--- src/rtl/muldiv_unit.sv ---
`default_nettype none
// ============================================================================
// Module      : muldiv_unit
// Description : Iterative multiply/divide unit for a multicycle MIPS datapath.
//               Executes MULT, MULTU, DIV, DIVU with a shift-add multiplier
//               and a restoring shift-subtract divider, one bit per cycle,
//               then applies the sign correction and writes its own HI/LO.
//
// Ports       : clk          - clock, rising edge
//               rst          - asynchronous reset, active-low
//               start        - operation request, accepted only when idle
//               op           - 00 MULT, 01 MULTU, 10 DIV, 11 DIVU
//               a            - operand A / dividend
//               b            - operand B / divisor
//               busy         - high while iterating or sign-fixing
//               done         - one-cycle pulse, hi/lo valid from this cycle
//               hi           - product high half / remainder
//               lo           - product low half / quotient
//               div_by_zero  - sticky per-operation divide-by-zero flag
//
// Build option: MULDIV_DIVZERO_FAST_EN
//               When defined, a divide by zero finishes one cycle after
//               accept and raises div_by_zero. When undefined, it runs the
//               full iteration, the override is applied at the sign-fix
//               step, and div_by_zero is held low.
//
// Revision    : 1.0 - initial release
// ============================================================================
module muldiv_unit #(
    parameter int WIDTH = 32
) (
    input  logic             clk,
    input  logic             rst,
    input  logic             start,
    input  logic [1:0]       op,
    input  logic [WIDTH-1:0] a,
    input  logic [WIDTH-1:0] b,
    output logic             busy,
    output logic             done,
    output logic [WIDTH-1:0] hi,
    output logic [WIDTH-1:0] lo,
    output logic             div_by_zero
);

    localparam int CW = $clog2(WIDTH);

    typedef enum logic [1:0] {
        S_IDLE = 2'd0,
        S_CALC = 2'd1,
        S_FIX  = 2'd2,
        S_DONE = 2'd3
    } state_t;

    state_t r_state;
    state_t w_next;

    // Operation context captured at accept
    logic [1:0]         r_op;
    logic [WIDTH-1:0]   r_a;        // original signed dividend, for the div-by-zero result
    logic               r_a_sign;
    logic               r_b_sign;
    logic               r_dz;       // divide with a zero divisor
    logic [CW-1:0]      r_cnt;

    // Iteration datapath.
    // Multiply: r_acc = {partial sum, remaining multiplier bits}, r_opnd = |a|.
    // Divide  : r_acc[WIDTH-1:0] = dividend shifting out / quotient shifting in,
    //           r_rem = partial remainder, r_opnd = |b|.
    logic [2*WIDTH-1:0] r_acc;
    logic [WIDTH:0]     r_rem;
    logic [WIDTH-1:0]   r_opnd;

    logic               w_accept;
    logic [WIDTH-1:0]   w_abs_a;
    logic [WIDTH-1:0]   w_abs_b;
    logic [WIDTH:0]     w_mul_sum;
    logic [2*WIDTH-1:0] w_mul_next;
    logic [WIDTH:0]     w_shift;
    logic [WIDTH+1:0]   w_diff;
    logic [WIDTH:0]     w_rem_next;
    logic [WIDTH-1:0]   w_quot_next;
    logic               w_neg_res;
    logic [2*WIDTH-1:0] w_prod_fix;
    logic [WIDTH-1:0]   w_quot_fix;
    logic [WIDTH-1:0]   w_rem_fix;

    // ------------------------------------------------------------------
    // Operand conditioning: magnitudes only for the signed ops (op[0]=0)
    // ------------------------------------------------------------------
    assign w_accept = (r_state == S_IDLE) && start;
    assign w_abs_a  = (!op[0] && a[WIDTH-1]) ? (~a + 1'b1) : a;
    assign w_abs_b  = (!op[0] && b[WIDTH-1]) ? (~b + 1'b1) : b;

    // ------------------------------------------------------------------
    // One multiply step: conditionally add multiplicand to the upper half,
    // then shift the whole accumulator right by one (carry enters the top).
    // ------------------------------------------------------------------
    assign w_mul_sum  = {1'b0, r_acc[2*WIDTH-1:WIDTH]}
                      + (r_acc[0] ? {1'b0, r_opnd} : {(WIDTH+1){1'b0}});
    assign w_mul_next = {w_mul_sum, r_acc[WIDTH-1:1]};

    // ------------------------------------------------------------------
    // One restoring-divide step. The shifted remainder can reach nearly
    // twice the divisor, so the trial subtraction is one bit wider still
    // to keep a reliable borrow.
    // ------------------------------------------------------------------
    assign w_shift     = {r_rem[WIDTH-1:0], r_acc[WIDTH-1]};
    assign w_diff      = {1'b0, w_shift} - {2'b00, r_opnd};
    assign w_rem_next  = w_diff[WIDTH+1] ? w_shift : w_diff[WIDTH:0];
    assign w_quot_next = {r_acc[WIDTH-2:0], ~w_diff[WIDTH+1]};

    // ------------------------------------------------------------------
    // Sign correction. Quotient/product negate on differing operand signs;
    // the remainder follows the dividend (truncation toward zero).
    // ------------------------------------------------------------------
    assign w_neg_res  = !r_op[0] && (r_a_sign ^ r_b_sign);
    assign w_prod_fix = w_neg_res ? (~r_acc + 1'b1) : r_acc;
    assign w_quot_fix = w_neg_res ? (~r_acc[WIDTH-1:0] + 1'b1) : r_acc[WIDTH-1:0];
    assign w_rem_fix  = (!r_op[0] && r_a_sign) ? (~r_rem[WIDTH-1:0] + 1'b1)
                                               : r_rem[WIDTH-1:0];

    // ------------------------------------------------------------------
    // FSM state register
    // ------------------------------------------------------------------
    always_ff @(posedge clk or negedge rst) begin
        if (!rst) begin
            r_state <= S_IDLE;
        end else begin
            r_state <= w_next;
        end
    end

    // ------------------------------------------------------------------
    // FSM next-state and status outputs
    // ------------------------------------------------------------------
    always_comb begin
        w_next = r_state;
        busy   = 1'b0;
        done   = 1'b0;
        case (r_state)
            S_IDLE: begin
                if (start) begin
                    w_next = S_CALC;
                end
            end
            S_CALC: begin
                busy = 1'b1;
`ifdef MULDIV_DIVZERO_FAST_EN
                if (r_dz) begin
                    w_next = S_DONE;
                end else if (r_cnt == CW'(WIDTH - 1)) begin
                    w_next = S_FIX;
                end
`else
                if (r_cnt == CW'(WIDTH - 1)) begin
                    w_next = S_FIX;
                end
`endif
            end
            S_FIX: begin
                busy   = 1'b1;
                w_next = S_DONE;
            end
            S_DONE: begin
                done   = 1'b1;
                w_next = S_IDLE;
            end
            default: begin
                w_next = S_IDLE;
            end
        endcase
    end

    // ------------------------------------------------------------------
    // Datapath and result registers
    // ------------------------------------------------------------------
`ifdef MULDIV_DIVZERO_FAST_EN
    logic r_dbz_flag;
    assign div_by_zero = r_dbz_flag;
`else
    assign div_by_zero = 1'b0;
`endif

    always_ff @(posedge clk or negedge rst) begin
        if (!rst) begin
            r_op       <= 2'b00;
            r_a        <= '0;
            r_a_sign   <= 1'b0;
            r_b_sign   <= 1'b0;
            r_dz       <= 1'b0;
            r_cnt      <= '0;
            r_acc      <= '0;
            r_rem      <= '0;
            r_opnd     <= '0;
            hi         <= '0;
            lo         <= '0;
`ifdef MULDIV_DIVZERO_FAST_EN
            r_dbz_flag <= 1'b0;
`endif
        end else begin
            if (w_accept) begin
                r_op     <= op;
                r_a      <= a;
                r_a_sign <= !op[0] && a[WIDTH-1];
                r_b_sign <= !op[0] && b[WIDTH-1];
                r_dz     <= op[1] && (b == '0);
                r_cnt    <= '0;
                r_rem    <= '0;
                if (op[1]) begin
                    r_acc  <= {{WIDTH{1'b0}}, w_abs_a};
                    r_opnd <= w_abs_b;
                end else begin
                    r_acc  <= {{WIDTH{1'b0}}, w_abs_b};
                    r_opnd <= w_abs_a;
                end
`ifdef MULDIV_DIVZERO_FAST_EN
                r_dbz_flag <= 1'b0;
`endif
            end else if (r_state == S_CALC) begin
`ifdef MULDIV_DIVZERO_FAST_EN
                if (r_dz) begin
                    hi         <= r_a;
                    lo         <= '1;
                    r_dbz_flag <= 1'b1;
                end else
`endif
                begin
                    r_cnt <= r_cnt + CW'(1);
                    if (r_op[1]) begin
                        r_rem            <= w_rem_next;
                        r_acc[WIDTH-1:0] <= w_quot_next;
                    end else begin
                        r_acc <= w_mul_next;
                    end
                end
            end else if (r_state == S_FIX) begin
                if (r_op[1]) begin
                    if (r_dz) begin
                        hi <= r_a;
                        lo <= '1;
                    end else begin
                        hi <= w_rem_fix;
                        lo <= w_quot_fix;
                    end
                end else begin
                    hi <= w_prod_fix[2*WIDTH-1:WIDTH];
                    lo <= w_prod_fix[WIDTH-1:0];
                end
            end
        end
    end

endmodule
`default_nettype wire

--- config.mk ---
export PLATFORM = sky130hd
export DESIGN_NAME = muldiv_unit
export DESIGN_NICKNAME = d
export VERILOG_FILES = /design/src/rtl/muldiv_unit.sv
export SDC_FILE = /design/constraint.sdc
export NUM_CORES = 1
export LEC_CHECK = 0
export ABC_CLOCK_PERIOD_IN_PS = 4400
export CORE_UTILIZATION = 35
export DETAILED_ROUTE_END_ITERATION = 7
export SLEW_MARGIN = 25
export SYNTH_ARGS = -nofsm -noshare
export SYNTH_HDL_FRONTEND = slang
export SYNTH_SLANG_ARGS = --single-unit
--- constraint.sdc ---
create_clock -name clk -period 4.4 [get_ports clk]
set_clock_uncertainty 0.2 [all_clocks]
set_input_delay 0.44 -clock clk [delete_from_list [all_inputs] [get_ports clk]]
set_output_delay 0.44 -clock clk [all_outputs]
set_load 0.02 [all_outputs]
# Word-level counts from Yosys, hierarchy flattened
# Cells that the tools add are included.
[word_totals]
reg_bits = 236
in_bits = 69
output_inout_bits = 67
[op_classes]
add_sub_neg = 8
n_eq_ne = 7
mux = 27
n_bitwise = 9
reduce_logical = 17
[ops]
columns = ["cell", "count"]
rows = [
  ["$mux 32", 17],
  ["$mux 64", 3],
  ["$add 32x1->32 const B", 4],
  ["$not 32->32", 4],
  ["$add 64x1->64 const B", 1],
  ["$not 64->64", 1],
  ["$sub 33x32->34", 1],
  ["$add 32x32->33", 1],
  ["$logic_not 32->1", 1],
  ["$mux 5", 2],
  ["$pmux 2 s4", 1],
  ["$logic_and 1x1->1", 6],
  ["$reduce_and 2->1", 3],
  ["$add 5x1->5 const B", 1],
  ["$eq 5x5->1 const B", 1],
  ["$eq 2x2->1 const B", 2],
  ["$mux 2", 2],
  ["$ne 2x2->1 const B", 2],
  ["$reduce_bool 2->1", 2],
  ["$not 1->1", 3],
  ["$reduce_and 3->1", 1],
  ["$eq 2x1->1 const B", 1],
  ["$logic_not 1->1", 2],
  ["$logic_not 2->1", 1],
  ["other kinds (4)", 5],
]

# Depth between registers and ports, before layout
[logic_depth]
word_depth = 5
mapped_depth = 14

# Least setup slack after synthesis
# Ideal clock, no wire load.
[synth_timing]
kind = "register -> register"
from = "reg r_acc[0]"
to = "reg r_acc[62]"
t_arrival_ns = 3.248
required_time_ns = 4.065
slack_ns = 0.818
path_stages_with_launch = 14
period_less_slack_ns = 3.582
cell_sequence = "dfrtp_1 > inv_1 > clkbuf_1 > nor2_1 > ha_1 > nand2_1 > or4b_2 > o22ai_1 > o21ba_2 > o21ba_2 > o211ai_1 > a221oi_1 > mux2i_1 > o21ai_0"
[synth_via]
elab_chain_len = 5
[synth_lines]
columns = ["element", "line", "rtl"]
rows = [
  ["start: declaration", "69", "logic [2*WIDTH-1:0] r_acc;"],
  ["start signal: assignment", "210", "r_acc <= {{WIDTH{1'b0}}, w_abs_a};"],
  ["start signal: assignment", "213", "r_acc <= {{WIDTH{1'b0}}, w_abs_b};"],
  ["start signal: indexed assignment", "231", "r_acc[WIDTH-1:0] <= w_quot_next;"],
  ["$mux 32", "99", "+ (r_acc[0] ? {1'b0, r_opnd} : {(WIDTH+1){1'b0}});"],
  ["$add 32x32->33", "99", ""],
  ["$mux 32", "229", "if (r_op[1]) begin"],
  ["$mux 64", "219", "end else if (r_state == S_CALC) begin"],
  ["$mux 64", "201", "if (w_accept) begin"],
]
# No other way between the ends. The select of a mux whose other input is x is not followed.
# A chain may end at the register's enable or synchronous reset.

# Final worst setup path
# Ends and elaborated chain as after synthesis.

==> Flow_metrics.wiki <==
{| class="wikitable"
! Metric !! Value
|-
| Outcome || completed
|-
| Internal power summed over all cells || between 7 and 8 mW
|-
| Ordered list of cells on the worst path || inv_1, nor2_1, ha_1, nand2_1, or4b_2, o22ai_1, o21ba_2, o21ba_2, o211ai_1, a221oi_1, mux2i_1, o21ai_0
|-
| Power density over the cells || approximately 730 nW/um^2
|-
| Reported net switching power || 7.08 mW
|-
| Clock Sink Count || approximately 240
|-
| Share of total power in the clock network || a little under a fifth
|-
| Synth async-reset ratio || between 90% and 100%
|-
| Die Wd || approximately 230 um
|-
| Design Area, Final || about 21000 sq um
|-
| Final period utilization || slightly below 90%
|-
| Top cell type by total area after synthesis || dfrtp_1
|-
| Detailed Place HPWL || approximately 50 mm
|-
| Number of setup buffers added after CTS || 0
|-
| Worst setup path category || reg -> reg
|-
| Worst EP arrival || approximately 4.1 ns
|-
| Number of rows in the core area || 81
|-
| Number of hold buffers added after cts || 1
|-
| Final number of setup-violating endpoints || 0
|-
| Total negative setup slack || 0 ns
|-
| Post-detailed-placement cell area || roughly 20000 sq um
|-
| Worst path max stage delay || 0.58 ns
|-
| Top cells by count, synth || 324 x nand2_1, 236 x dfrtp_1, 221 x o21ai_0
|-
| Die Area || about 51000 sq um
|-
| Fillcell total || approximately 5000
|-
| Mean post-synth cell area || around 8 sq um
|-
| Crit path from || r_acc[0]$_DFFE_PN0P_
|-
| 1st-pass router iterations || 6
|-
| Initial antenna violation count || 1
|-
| Number of max-capacitance violations reported || 0
|-
| Endpoint of the worst setup timing path || r_acc[62]$_DFFE_PN0P_
|-
| Global-route wire length before repair || between 90 and 100 mm
|-
| Number of synthesized register bits || approximately 240
|-
| Number of violations reported at the end of detailed-routing iteration 0 || roughly 1600
|-
| Cell with the most instances after synthesis || nand2_1
|-
| Largest net degree at the start of global routing || 127
|-
| Critical path capture point type || register
|-
| Final critical path time including I/O delays and setup || 3.85 ns
|-
| Required time worst endpoint || ~4.7 ns
|-
| Worst Setup Start Kind || register
|-
| Number of distinct standard cells referenced by the synthesized netlist || 71
|-
| Most numerous cell on the critical path || o21ba_2
|-
| Unrepaired setup endpoints after global routing || false
|-
| Worst reg-to-reg path cell count || 12
|-
| Final Wtd Congestion || 0.977
|-
| PostCTS Resize Cnt || 0
|-
| Crit path buf inv count || 1
|-
| # port buffers || 134
|-
| Max-slew violations || 0
|-
| Antenna-violating nets left || 0
|-
| Slack of the worst reg-to-reg path || 0.55 ns
|-
| Fraction of final layout cells with drive strength greater than 1 || under 10%
|-
| Initial core utilization || between 30 and 40%
|-
| Residual DRC || 0
|-
| Logic gate share of total power || a little over half
|-
| Synthesized instance count || about 2200
|-
| Gate family responsible for the most delay along the worst path || compound AO/OA/AOI/OAI gates
|-
| Relative area change from synthesis to final layout || 17.8%
|-
| Share of the synthesized area in the top cell type || about a third
|-
| CTS tree || built
|-
| Wire length after detailed routing || about 64 mm
|-
| Clock Root Buffer || clkbuf_16
|-
| Clock tree buffer depth || 3
|-
| Via count normalized by instance count || approximately 5.6
|-
| Standby leakage power || 8.67 nW
|-
| Routed length per instance || roughly 22 um
|-
| Boundary pin count || 136
|-
| Slowest stage cell, crit path || or4b_2
|-
| Peak VDD IR || roughly 0.35 mV
|-
| Main flop type after synthesis || dfrtp_1
|-
| Count of inserted antenna diode cells || 0
|-
| Reg2Reg Launch Point || r_acc[0]$_DFFE_PN0P_
|-
| # placed instances || just under 3000
|-
| Sequential element share of the synthesized area || 33.6%
|-
| Post-synthesis instance area || about 18000 sq um
|-
| Path category of the worst min-delay check || in -> async
|-
| Reg power frac || a little over a quarter
|-
| Depth of the critical timing path with buffers and inverters included || 12
|-
| Vert. Die Dim || around 230 um
|-
| Highest Clock Rate || approximately 260 MHz
|-
| Clock network latency to the later pin of the worst-skew pair || between 0.5 and 0.6 ns
|-
| Post-CTS clock slew at the launch and capture registers of the worst setup and hold paths || about 0.060 ns
|-
| Number of global-route vias before repair || approximately 15000
|-
| Least-Margin Pin Slew || about 1.0 ns
|-
| Mapped Nets || 2348
|-
| Leading post-synthesis cells by cell area || dfrtp_1 34%, nand2_1 6.9%, o21ai_0 6.3%
|-
| Capturing point of the worst reg2reg path || r_acc[62]$_DFFE_PN0P_
|-
| Switching part of the total power || a little under half
|-
| Count of endpoints failing hold in the final timing report || 0
|-
| Slew Limit Headroom || between 30% and 40%
|-
| Number of enable-type register cells in the synthesized netlist || 0
|-
| Global route overflow || 0
|-
| Number of levels the H-tree was split into || 1
|-
| Total clock buffers created by CTS || 28
|-
| Final std cells w/o fill || about 3000
|-
| Via Count || 16700
|-
| Number of nets in the finished design || between 2000 and 2500
|-
| Total global-route track usage || around a quarter
|-
| Worst hold slack || roughly 0.20 ns
|-
| Maximum fanout along the worst path || 7
|-
| Floorplan Core Area || between 40000 and 50000 sq um
|-
| Synth Warn # || 0
|}
[stage by stage]
stage	utilization [%]	setup WS, ns	power [mW]
global route	42.0	0.357	16.0
CTS	42.0	0.614	14.9
detailed placement	39.7	0.568	12.0
global placement	39.7	0.573	11.9
finish	42.0	0.546	15.0
floorplan	-	0.818	9.04
[cells in the final DEF (no fill, tap or decap), types with 19 or more instances in the layout]
cell             synthesis  layout
nor4_1                  19      19
a21o_1                  26      26
inv_1                   84      84
a21oi_1                189     187
o31ai_1                 24      24
nand2b_1                27      26
o211ai_1                67      67
dfrtp_1                236     234
xor2_1                  84      84
nand3_1                 24      24
xnor2_1                110     110
a31oi_1                 25      25
mux2i_1                 76      76
nand2_1                324     323
o21ai_0                221     221
ha_1                    75      73
clkdlybuf4s50_1          0     132
nor2_1                 198     198
buf_4                    6      34
nor3_1                  48      48
clkbuf_16                0      28
[cell type report]
type                       count  area [sq um]  area share, %
tap                          664           831           4.02
multi-input combinational   1750         10800           52.4
timing repair buffer         172          1670           8.09
sequential                   236          5910           28.6
inverter                      85           319           1.54
clock buffer                  36           771           3.73
clock inverter                15           337           1.63
[state kept, by name, summed over array words and instances, names as in the netlist]
signal    cells
r_acc        64
hi           32
lo           32
r_a          32
r_opnd       32
r_rem        32
r_cnt         5
r_op          2
r_state       2
r_a_sign      1
r_b_sign      1
r_dz          1
[metal layers]
| metal | global-route usage [%] | part of all wire (%) | vias to the layer above |
|---|---|---|---|
| li1 | - | - | 7894 |
| met4 | 6.63 | 2.8 | 4 |
| met1 | 36.0 | 46 | 8046 |
| met3 | 7.33 | 9.9 | 95 |
| met5 | 0 | 0.034 | - |
| met2 | 35.1 | 41 | 671 |
[logic make-up (layout without fill, tap and decap cells)]
kind of cell | Yosys count | count (layout) | synth area share (%)
adders and majority gates | 77 | 77 | 5.57
and+or+nand+nor | 748 | 748 | 19.4
buffers and inverters | 216 | 308 | 4.90
xor gates and xnor gates | 194 | 194 | 9.68
muxes | 83 | 83 | 4.78
AOI/OAI and AO/OA | 647 | 647 | 22.0
DFF | 236 | 236 | 33.6
other | 1 | 1 | 0.0214
[power by group through the flow]
stage	sequential, mW	clock, mW	combinational [mW]
2_1_floorplan	3.92	0	5.12
3_3_place_gp	3.95	0	7.97
3_5_place_dp	3.98	0	8.04
4_1_cts	3.95	2.87	8.09
5_1_grt	4.06	2.96	8.93
6_report	3.98	2.83	8.19
[worst min path at each step]
stage / cells past startpoint / from / end / slack, ns
finish: 2 / rst / r_opnd[14]$_DFFE_PN0P_ / 0.20
floorplan: 0 / rst / hi[0]$_DFFE_PN0P_ / -0.06
detailed placement: 1 / rst / r_opnd[14]$_DFFE_PN0P_ / 0.25
CTS: 2 / rst / r_opnd[14]$_DFFE_PN0P_ / 0.25
global placement: 1 / rst / r_opnd[14]$_DFFE_PN0P_ / 0.26
global route: 2 / rst / r_opnd[14]$_DFFE_PN0P_ / 0.26
Power figures use the tool's default switching activity.
